==> src/rtl/keypad_move_ctrl.sv <==
// Keypad move controller: frames the scanner code stream, debounces presses,
// checks occupancy and offers legal moves to game logic with turn alternation.
module keypad_move_ctrl #(
    parameter int unsigned DEB_FRAMES = 3,
    parameter int unsigned REL_FRAMES = 2,
    parameter int unsigned FRAME_LEN  = 4
) (
    input  logic       clk_100Hz,
    input  logic       reset,
    input  logic       enable,
    input  logic [3:0] key_value,
    input  logic [8:0] occupied,
    input  logic       move_ack,
    output logic       scan_start,
    output logic       move_valid,
    output logic [3:0] move_cell,
    output logic       move_player,
    output logic       reject,
    output logic       busy
);

    localparam int unsigned   FW         = (FRAME_LEN > 1) ? $clog2(FRAME_LEN) : 1;
    localparam logic [FW-1:0] FRAME_LAST = FW'(FRAME_LEN - 1);
    localparam logic [3:0]    NO_KEY     = 4'd9;
    localparam logic [2:0]    DEB_MAX    = 3'(DEB_FRAMES);
    localparam logic [2:0]    REL_MAX    = 3'(REL_FRAMES);
    localparam logic [2:0]    CNT_SAT    = 3'd7;

    typedef enum logic [1:0] {StIdle, StScan, StHold, StWaitRel} state_t;

    state_t        state;
    logic [FW-1:0] frame_cnt;
    logic [3:0]    lat_val;
    logic          lat_multi;
    logic [3:0]    frame_res;
    logic          frame_done;
    logic [3:0]    prev_res;
    logic [2:0]    deb_cnt;
    logic [2:0]    rel_cnt;
    logic          player;

    logic [3:0] code;
    logic [3:0] mrg_val;
    logic       mrg_multi;
    logic [3:0] frame_code;
    logic [2:0] deb_next;
    logic [2:0] rel_next;
    logic       accept;

    // Merge this cycle's code into the frame latch; frame_code is the frame
    // result if this cycle closes the frame.
    always_comb begin
        code      = (key_value <= 4'd8) ? key_value : NO_KEY;
        mrg_val   = lat_val;
        mrg_multi = lat_multi;
        if (code != NO_KEY) begin
            if ((lat_val != NO_KEY) && (lat_val != code)) begin
                mrg_multi = 1'b1;
            end
            mrg_val = code;
        end
        frame_code = mrg_multi ? NO_KEY : mrg_val;

        if (frame_res == NO_KEY) begin
            deb_next = 3'd0;
        end else if (frame_res == prev_res) begin
            deb_next = (deb_cnt == CNT_SAT) ? deb_cnt : deb_cnt + 3'd1;
        end else begin
            deb_next = 3'd1;
        end

        if (frame_res != NO_KEY) begin
            rel_next = 3'd0;
        end else begin
            rel_next = (rel_cnt == CNT_SAT) ? rel_cnt : rel_cnt + 3'd1;
        end

        accept = (state == StScan) && frame_done && (deb_next == DEB_MAX);
    end

    always_ff @(posedge clk_100Hz or negedge reset) begin
        if (!reset) begin
            state       <= StIdle;
            frame_cnt   <= '0;
            lat_val     <= NO_KEY;
            lat_multi   <= 1'b0;
            frame_res   <= NO_KEY;
            frame_done  <= 1'b0;
            prev_res    <= NO_KEY;
            deb_cnt     <= 3'd0;
            rel_cnt     <= 3'd0;
            player      <= 1'b0;
            scan_start  <= 1'b0;
            move_valid  <= 1'b0;
            move_cell   <= 4'd0;
            move_player <= 1'b0;
            reject      <= 1'b0;
            busy        <= 1'b0;
        end else if (!enable) begin
            // Pause: drop everything except the turn and the last move fields.
            state      <= StIdle;
            frame_cnt  <= '0;
            lat_val    <= NO_KEY;
            lat_multi  <= 1'b0;
            frame_res  <= NO_KEY;
            frame_done <= 1'b0;
            prev_res   <= NO_KEY;
            deb_cnt    <= 3'd0;
            rel_cnt    <= 3'd0;
            scan_start <= 1'b0;
            move_valid <= 1'b0;
            reject     <= 1'b0;
            busy       <= 1'b0;
        end else begin
            reject     <= 1'b0;
            frame_done <= 1'b0;

            if (scan_start) begin
                if (frame_cnt == FRAME_LAST) begin
                    frame_cnt  <= '0;
                    lat_val    <= NO_KEY;
                    lat_multi  <= 1'b0;
                    frame_res  <= frame_code;
                    frame_done <= 1'b1;
                end else begin
                    frame_cnt <= frame_cnt + 1'b1;
                    lat_val   <= mrg_val;
                    lat_multi <= mrg_multi;
                end
            end

            unique case (state)
                StIdle: begin
                    state      <= StScan;
                    scan_start <= 1'b1;
                end
                StScan: begin
                    if (frame_done) begin
                        prev_res <= frame_res;
                        deb_cnt  <= deb_next;
                        if (accept) begin
                            rel_cnt <= 3'd0;
                            busy    <= 1'b1;
                            if (occupied[frame_res]) begin
                                reject <= 1'b1;
                                state  <= StWaitRel;
                            end else begin
                                move_valid  <= 1'b1;
                                move_cell   <= frame_res;
                                move_player <= player;
                                state       <= StHold;
                            end
                        end
                    end
                end
                StHold: begin
                    if (move_ack) begin
                        move_valid <= 1'b0;
                        player     <= ~player;
                        state      <= StWaitRel;
                    end
                end
                StWaitRel: begin
                    if (frame_done) begin
                        rel_cnt <= rel_next;
                        if (rel_next == REL_MAX) begin
                            state    <= StScan;
                            busy     <= 1'b0;
                            deb_cnt  <= 3'd0;
                            prev_res <= NO_KEY;
                        end
                    end
                end
                default: state <= StIdle;
            endcase
        end
    end

endmodule

==> config.mk <==
export PLATFORM = sky130hd
export DESIGN_NAME = keypad_move_ctrl
export DESIGN_NICKNAME = d
export VERILOG_FILES = /design/src/rtl/keypad_move_ctrl.sv
export SDC_FILE = /design/constraint.sdc
export NUM_CORES = 1
export LEC_CHECK = 0
export CORE_UTILIZATION = 53
export CTS_BUF_LIST = sky130_fd_sc_hd__clkbuf_2
export DETAILED_ROUTE_END_ITERATION = 6
export PLACE_DENSITY_LB_ADDON = 0.08
export SLEW_MARGIN = 10
export SYNTH_ARGS = -nofsm -noshare
export SYNTH_HDL_FRONTEND = slang
export SYNTH_SLANG_ARGS = --single-unit
==> constraint.sdc <==
create_clock -name clk_100Hz -period 2.6 [get_ports clk_100Hz]
set_input_delay 0.39 -clock clk_100Hz [delete_from_list [all_inputs] [get_ports clk_100Hz]]
set_output_delay 0.39 -clock clk_100Hz [all_outputs]
set_load 0.005 [all_outputs]
==> results of run 1 <==
final cells by class:
class | count | area, µm²
multi-input cells | 162 | 1160
clock buffers | 7 | 35.0
fillers | 307 | 1260
flip-flops and latches | 34 | 858
repair buffers | 34 | 318
well taps | 48 | 60.1
inverters | 13 | 48.8
power by group through the flow:
stage / Clock [mW] / Sequential, mW / Combinational [mW]
5_1_grt: 0.276 / 0.692 / 0.525
2_1_floorplan: 0 / 0.661 / 0.321
3_5_place_dp: 0 / 0.688 / 0.466
4_1_cts: 0.252 / 0.678 / 0.469
6_report: 0.245 / 0.680 / 0.467
3_3_place_gp: 0 / 0.685 / 0.443
worst reg2reg max path, stage by stage (launching register included):
cell	delay, ns
dfstp_2	0.70
xor2_1	0.14
nor4_4	0.33
nand3_2	0.19
nor4_4	0.48
mux2_2	0.39
cell usage after synthesis (2+ instances only):
master,instances
inv_1,13
o22ai_1,2
or3_1,3
a21oi_1,9
a22o_1,2
a31o_2,2
dfstp_2,6
nand3_1,3
nor3_1,4
o21ai_0,13
xor2_1,6
a221oi_1,2
nor2_1,12
dfrtp_1,28
o211ai_1,2
and2_1,3
nand2_1,25
and3_1,4
clkbuf_1,7
o221ai_1,2
mux2i_1,6
mux2_2,6
ha_1,7
a21o_1,3
nand2b_1,2
o31ai_1,2
a31oi_1,3
nor3b_1,2
o31a_1,3
buf_2,2
o21a_1,2
nor4_4,2
nand4b_1,2
nor2b_1,8
through the flow:
step / setup slack (ns) / cell area (µm²)
global placement: 0.311 / 2440
global route: 0.171 / 2480
CTS: 0.276 / 2480
detailed placement: 0.250 / 2440
finish: 0.280 / 2480
floorplan: 0.394 / 2110
layout by cell type (no fill, tap or decap), types with 2 or more instances in the layout:
cell type and instances:
clkdlybuf4s50_1 25, o21a_1 2, ha_1 7, xor2_1 6, a31o_2 2, o22ai_1 2, nor3_1 4, nor2_1 12
nand4b_1 2, nand2_1 25, o31ai_1 2, o221ai_1 2, or3_1 3, mux2i_1 6, nand2b_1 2, nor4_4 2
o211ai_1 2, a221oi_1 2, a31oi_1 3, o21ai_0 13, and3_1 4, dfrtp_1 28, nand3_1 3, nor3b_1 2
a21o_1 3, a21oi_1 9, nor2b_1 8, buf_4 9, clkbuf_2 7, and2_1 3, dfstp_2 6, o31a_1 3
inv_1 13, mux2_2 6, a22o_1 2
state kept, by name, indices dropped and copies added (netlist names):
name	flops
state	2
move_valid	1
frame_cnt	2
lat_multi	1
move_cell	4
frame_done	1
move_player	1
deb_cnt	3
player	1
rel_cnt	3
busy	1
reject	1
lat_val	4
frame_res	4
scan_start	1
prev_res	4
worst paths after layout:
path	start	to	slack [ns]	depth (start not counted)
min in group clk_100Hz	prev_res[3]	prev_res[3]	0.50	2
hold / removal	reset	reject	0.39	2
hold reg to reg	prev_res[3]	prev_res[3]	0.50	2
setup / recovery	frame_res[0]	move_cell[3]	0.28	5
setup reg to reg	frame_res[0]	move_cell[3]	0.28	5
max in group asynchronous	reset	frame_res[0]	1.85	2
per-layer routing:
layer	up-vias	share of wire, %	GRT usage (%)
met5	-	0	0
met3	8	3.6	6.25
met2	38	53	46.2
met4	0	1.1	6.79
li1	858	-	-
met1	906	42	32.2
logic make-up after synthesis:
kind of cell	Yosys count
adder cells (fa/ha/maj)	7
XOR/XNOR	7
multiplexers	13
buffers and inverters	23
AND/OR/NAND/NOR	76
flip-flops	34
AO/OA/AOI/OAI	59
==> results.yml, run 1 <==
outcome:
  outcome: "complete, no violations"
setup_path:
  critPathRequiredTime_ns: 2.87
  critical-path-slowest-cell: "dfstp_2"
  critical_path.endpoint_type: "flop"
  critical_path_buf_inv_count: 0
  timing.setup.critical_path_class: "reg2reg"
  setup.worst_path.start_class: "flop"
  critPathMaxStageDelay_ns: 0.70
  critical_path_fanouts_max: 10
  critical-path-top-delay-family: "simple AND/OR/NAND/NOR gates"
  path_common_cell: "nor4_4"
  path_cells: "xor2_1, nor4_4, nand3_2, nor4_4, mux2_2"
  arrival_ns: 2.59
pwr:
  ir_worst_vdd_mv: 0.344
  power_report.internal_total_mw: 0.898
  seq_power_share_pct: 48.9
  clkPwrFrac_pct: 17.6
  power.share.combinational_pct: 33.5
  leakage_nw: 1.11
  power_density_cells_nw_per_um2: 562
  power.switching_mw: 0.494
  switching_part_of_the_total_pct: 35.5
  p_total_mw: 1.39
timing:
  max_slew.worst_pin.slew_ns: 0.431
  finalMaxSlewViolations: 0
  fmax_mhz: 431
  finalWorstPathRequiredPeriod_ns: 2.32
  final.setup.tns_ns: 0
  worst_clock_skew_ns: 0.0165
  slew-limit-headroom_pct: 71.3
  final.period_utilization_pct: 89.2
  rsz_0062_raised_after_global_routing: "false"
  fin_hold_ws_ns: 0.393
  finalSetupViolCount: 0
  finalHoldViolations: 0
layout:
  layout-drive-gt1-share_pct: 14.4
  antenna_cells_inserted: 0
  area_growth_syn_to_layout_pct: 17.3
  finish.net_count: 274
  final_core_utilization_pct: 66.2
  layout.cells.non_filler: 298
global_route:
  via_count_of_the_first_global_routing_pass: 1743
  grt_start_max_net_pins: 35
  grt_pass1_wl_um: 8340
  grt_overflow_total: 0
  antenna_found_initial: 0
  grt_usage_pct: 26.3
clock_network:
  tritoncts.num_buffers: 5
  ctsHoldBuffers: 0
  htreeDepth: 2
  clkSlewWorstSetupHoldPaths_ns: 0.17
  bufs_on_longest_clock_path: 2
  numClockSinks: 34
  cts.repair_timing.setup_buffer_count: 0
  clkLatencyLatePin_ns: 0.38
  clock-root-buffer: "clkbuf_2"
  cts_resized: 0
  cts_tree: "yes"
floorplan:
  floorplan.rows: 22
  fp.dieArea_um2: 4240
  chipHeight_um: 65.1
  die_width_um: 65.1
  floorplan.initialDensity_pct: 56.5
  num_io_pins: 26
  coreArea_um2: 3740
synth:
  synth_edf_count: 0
  synth_top_family_by_area: "simple AND/OR/NAND/NOR gates"
  post_synth_and_or_nand_nor_area_fraction_pct: 20.7
  synth-warning-count: 0
  synth.top_cell.area_share_pct: 33.2
  synth.net_count: 243
  synth_cell_type_count: 55
  synthesis.area_um2: 2110
  cell_count_after_synthesis: 219
  synth_xor_xnor_area_share_pct: 2.90
  synth.avg_cell_area_um2: 9.65
  synth_ff_type: "dfrtp_1"
  compound_cell_area_share_of_the_yosys_netlist_pct: 20.0
  synth_seq_area_share_pct: 40.6
  synth_seq_cells: 34
  post-synth-top-area-cell: "dfrtp_1"
  synth-async-reset-ratio_pct: 100
  netlist_top_cells_area: "dfrtp_1 33%, dfstp_2 7.5%, nand2_1 4.4%"
  synthMuxAreaShare_pct: 7.10
  adder_cell_area_share_of_the_yosys_netlist_pct: 4.14
placement:
  placed_cells: 291
  detailedPlacementHpwl_um: 3620
  io_port_bufs: 25
  finalWeightedCongestion: 0.860
routing:
  routed_wirelength_um: 4870
  initialDrtViolationCount: 115
  vias_per_cell: 6.07
  drc: 0
  drt_pass1_iterations: 4
  post_drt_wl_per_cell_um: 16.3
  ant_nets: 0
  num_vias: 1810
hold_path:
  holdCritPathClass: "in2async"
job:
  max_capacitance_violation_count: 0
(Power assumes the default switching activity.)
==> run 2, diff against run 1 <==
--- a/config.mk
+++ b/config.mk
@@ -5,8 +5,9 @@
 export SDC_FILE = /design/constraint.sdc
 export NUM_CORES = 1
 export LEC_CHECK = 0
+export CORE_ASPECT_RATIO = 0.6
 export CORE_UTILIZATION = 53
-export CTS_BUF_LIST = sky130_fd_sc_hd__clkbuf_2
+export CTS_BUF_LIST = sky130_fd_sc_hd__clkbuf_4 sky130_fd_sc_hd__clkbuf_8 sky130_fd_sc_hd__clkbuf_16
 export DETAILED_ROUTE_END_ITERATION = 6
 export PLACE_DENSITY_LB_ADDON = 0.08
 export SLEW_MARGIN = 10
==> results.yml, run 2 (synthesis gave the netlist of run 1 again) <==
clock_network:
  clkLatencyLatePin_ns: 0.28
  cts_tree: "yes"
  bufs_on_longest_clock_path: 2
  cts.repair_timing.setup_buffer_count: 0
  numClockSinks: 34
  ctsHoldBuffers: 0
  htreeDepth: 2
  clkSlewWorstSetupHoldPaths_ns: 0.07
  cts_resized: 0
  clock-root-buffer: "clkbuf_8"
  tritoncts.num_buffers: 5
layout:
  multi_input_comb_area_um2: 1160
  sequential_cell_area_um2: 858
  layout-drive-gt1-share_pct: 14.1
  area_growth_syn_to_layout_pct: 19.4
  final_cell_mix: "28 x dfrtp_1, 25 x nand2_1, 25 x clkdlybuf4s50_1"
  mostFrequentLayoutCell: "dfrtp_1"
  finish.net_count: 272
  fillerInstances: 287
  antenna_cells_inserted: 0
floorplan:
  floorplan.rows: 17
  num_io_pins: 26
  coreArea_um2: 3740
  chipHeight_um: 50.9
  floorplan.initialDensity_pct: 56.5
  fp.dieArea_um2: 4250
  die_width_um: 83.5
routing:
  drt_pass1_iterations: 4
  ant_nets: 0
  num_vias: 1787
  initialDrtViolationCount: 130
  drc: 0
  post_drt_wl_per_cell_um: 17.1
  vias_per_cell: 6.04
  routed_wirelength_um: 5070
setup_path:
  rr_startpoint: "frame_res[3]"
  critPathRequiredTime_ns: 2.77
  setup.worst_path.start_class: "flop"
  register_to_register_path_setup_slack_ns: 0.20
  critical_path_fanouts_max: 7
  timing.setup.critical_path_class: "reg2reg"
  worst-r2r-cell-count: 5
  startpoint: "frame_res[3]"
  timing.critical_path.to: "move_cell[2]"
  worstReg2RegEnd: "move_cell[2]"
  arrival_ns: 2.57
  critical_path.endpoint_type: "flop"
timing:
  final.period_utilization_pct: 92.3
  fin_hold_ws_ns: 0.497
  slew-limit-headroom_pct: 69.1
  final.setup.tns_ns: 0
  fmax_mhz: 417
  rsz_0062_raised_after_global_routing: "false"
  finalSetupViolCount: 0
  worst_clock_skew_ns: 0.00425
  finalMaxSlewViolations: 0
  finalWorstPathRequiredPeriod_ns: 2.40
  finalHoldViolations: 0
  max_slew.worst_pin.slew_ns: 0.460
placement:
  finalWeightedCongestion: 0.889
  detailedPlacementHpwl_um: 3830
  io_port_bufs: 25
outcome:
  outcome: "complete, no violations"
pwr:
  power_density_cells_nw_per_um2: 624
  leakage_nw: 1.13
  ir_worst_vdd_mv: 0.432
global_route:
  grt_pass1_wl_um: 8390
  via_count_of_the_first_global_routing_pass: 1713
  grt_usage_pct: 26.1
  grt_start_max_net_pins: 35
  antenna_found_initial: 0
  grt_overflow_total: 0
hold_path:
  holdCritPathClass: "reg2reg"
job:
  max_capacitance_violation_count: 0
[run 2: worst min-delay path by stage]
| stage | to | cells after the start | slack, ns | startpoint |
|---|---|---|---|---|
| 6_report | prev_res[0] | 2 | 0.50 | prev_res[0] |
| 3_5_place_dp | prev_res[0] | 2 | 0.48 | prev_res[0] |
| 2_1_floorplan | busy | 0 | 0.09 | reset |
| 3_3_place_gp | prev_res[0] | 2 | 0.48 | prev_res[0] |
| 4_1_cts | prev_res[0] | 2 | 0.49 | prev_res[0] |
| 5_1_grt | move_cell[3] | 1 | 0.53 | move_cell[3] |
[run 2: layer usage]
| metal | track usage, % | part of all wire (%) | vias to the layer above |
|---|---|---|---|
| met5 | 0 | 0 | - |
| met4 | 7.34 | 0.81 | 0 |
| li1 | - | - | 853 |
| met1 | 37.0 | 47 | 850 |
| met2 | 40.8 | 44 | 79 |
| met3 | 5.98 | 8.0 | 5 |
[run 2: final cells by class]
class                   count  area share, %
well taps                  47           2.33
clock inverters             1          0.198
multi-input cells         162           45.9
flip-flops and latches     34           34.0
inverters                  13           1.93
clock buffers               7           3.57
repair buffers             32           12.0
[run 2: critical path, stage by stage, from the launching register on]
cell     delay [ns]
dfstp_2        0.60
xor2_1         0.13
nor4_4         0.50
nand3_2        0.18
nor4_4         0.48
mux2_2         0.39
[run 2: power by group]
part | internal (mW) | leakage [nW] | switching, mW | total, mW
Clock | 0.224 | 0.0517 | 0.189 | 0.413
Combinational | 0.222 | 0.632 | 0.254 | 0.476
Sequential | 0.606 | 0.443 | 0.0799 | 0.686
Total | 1.05 | 1.13 | 0.523 | 1.58
[run 2: through the flow]
step           cells  total power [mW]  instance area, µm²  setup slack (ns)  util, %
2_1_floorplan    219             0.982                2110             0.394        -
4_1_cts          296              1.58                2520             0.206     67.4
3_5_place_dp     288              1.17                2430             0.214     64.8
6_report         296              1.58                2520             0.200     67.4
3_3_place_gp     288              1.13                2430             0.301     64.8
5_1_grt          296              1.68                2520            0.0550     67.4
==> run 3, diff against run 2 <==
--- a/config.mk
+++ b/config.mk
@@ -8,6 +8,7 @@
 export CORE_ASPECT_RATIO = 0.6
 export CORE_UTILIZATION = 53
 export CTS_BUF_LIST = sky130_fd_sc_hd__clkbuf_4 sky130_fd_sc_hd__clkbuf_8 sky130_fd_sc_hd__clkbuf_16
+export CTS_CLUSTER_DIAMETER = 60
 export DETAILED_ROUTE_END_ITERATION = 6
 export PLACE_DENSITY_LB_ADDON = 0.08
 export SLEW_MARGIN = 10
==> results of run 3 <==
Final layout, timing and power as in run 2 (identical DEF).
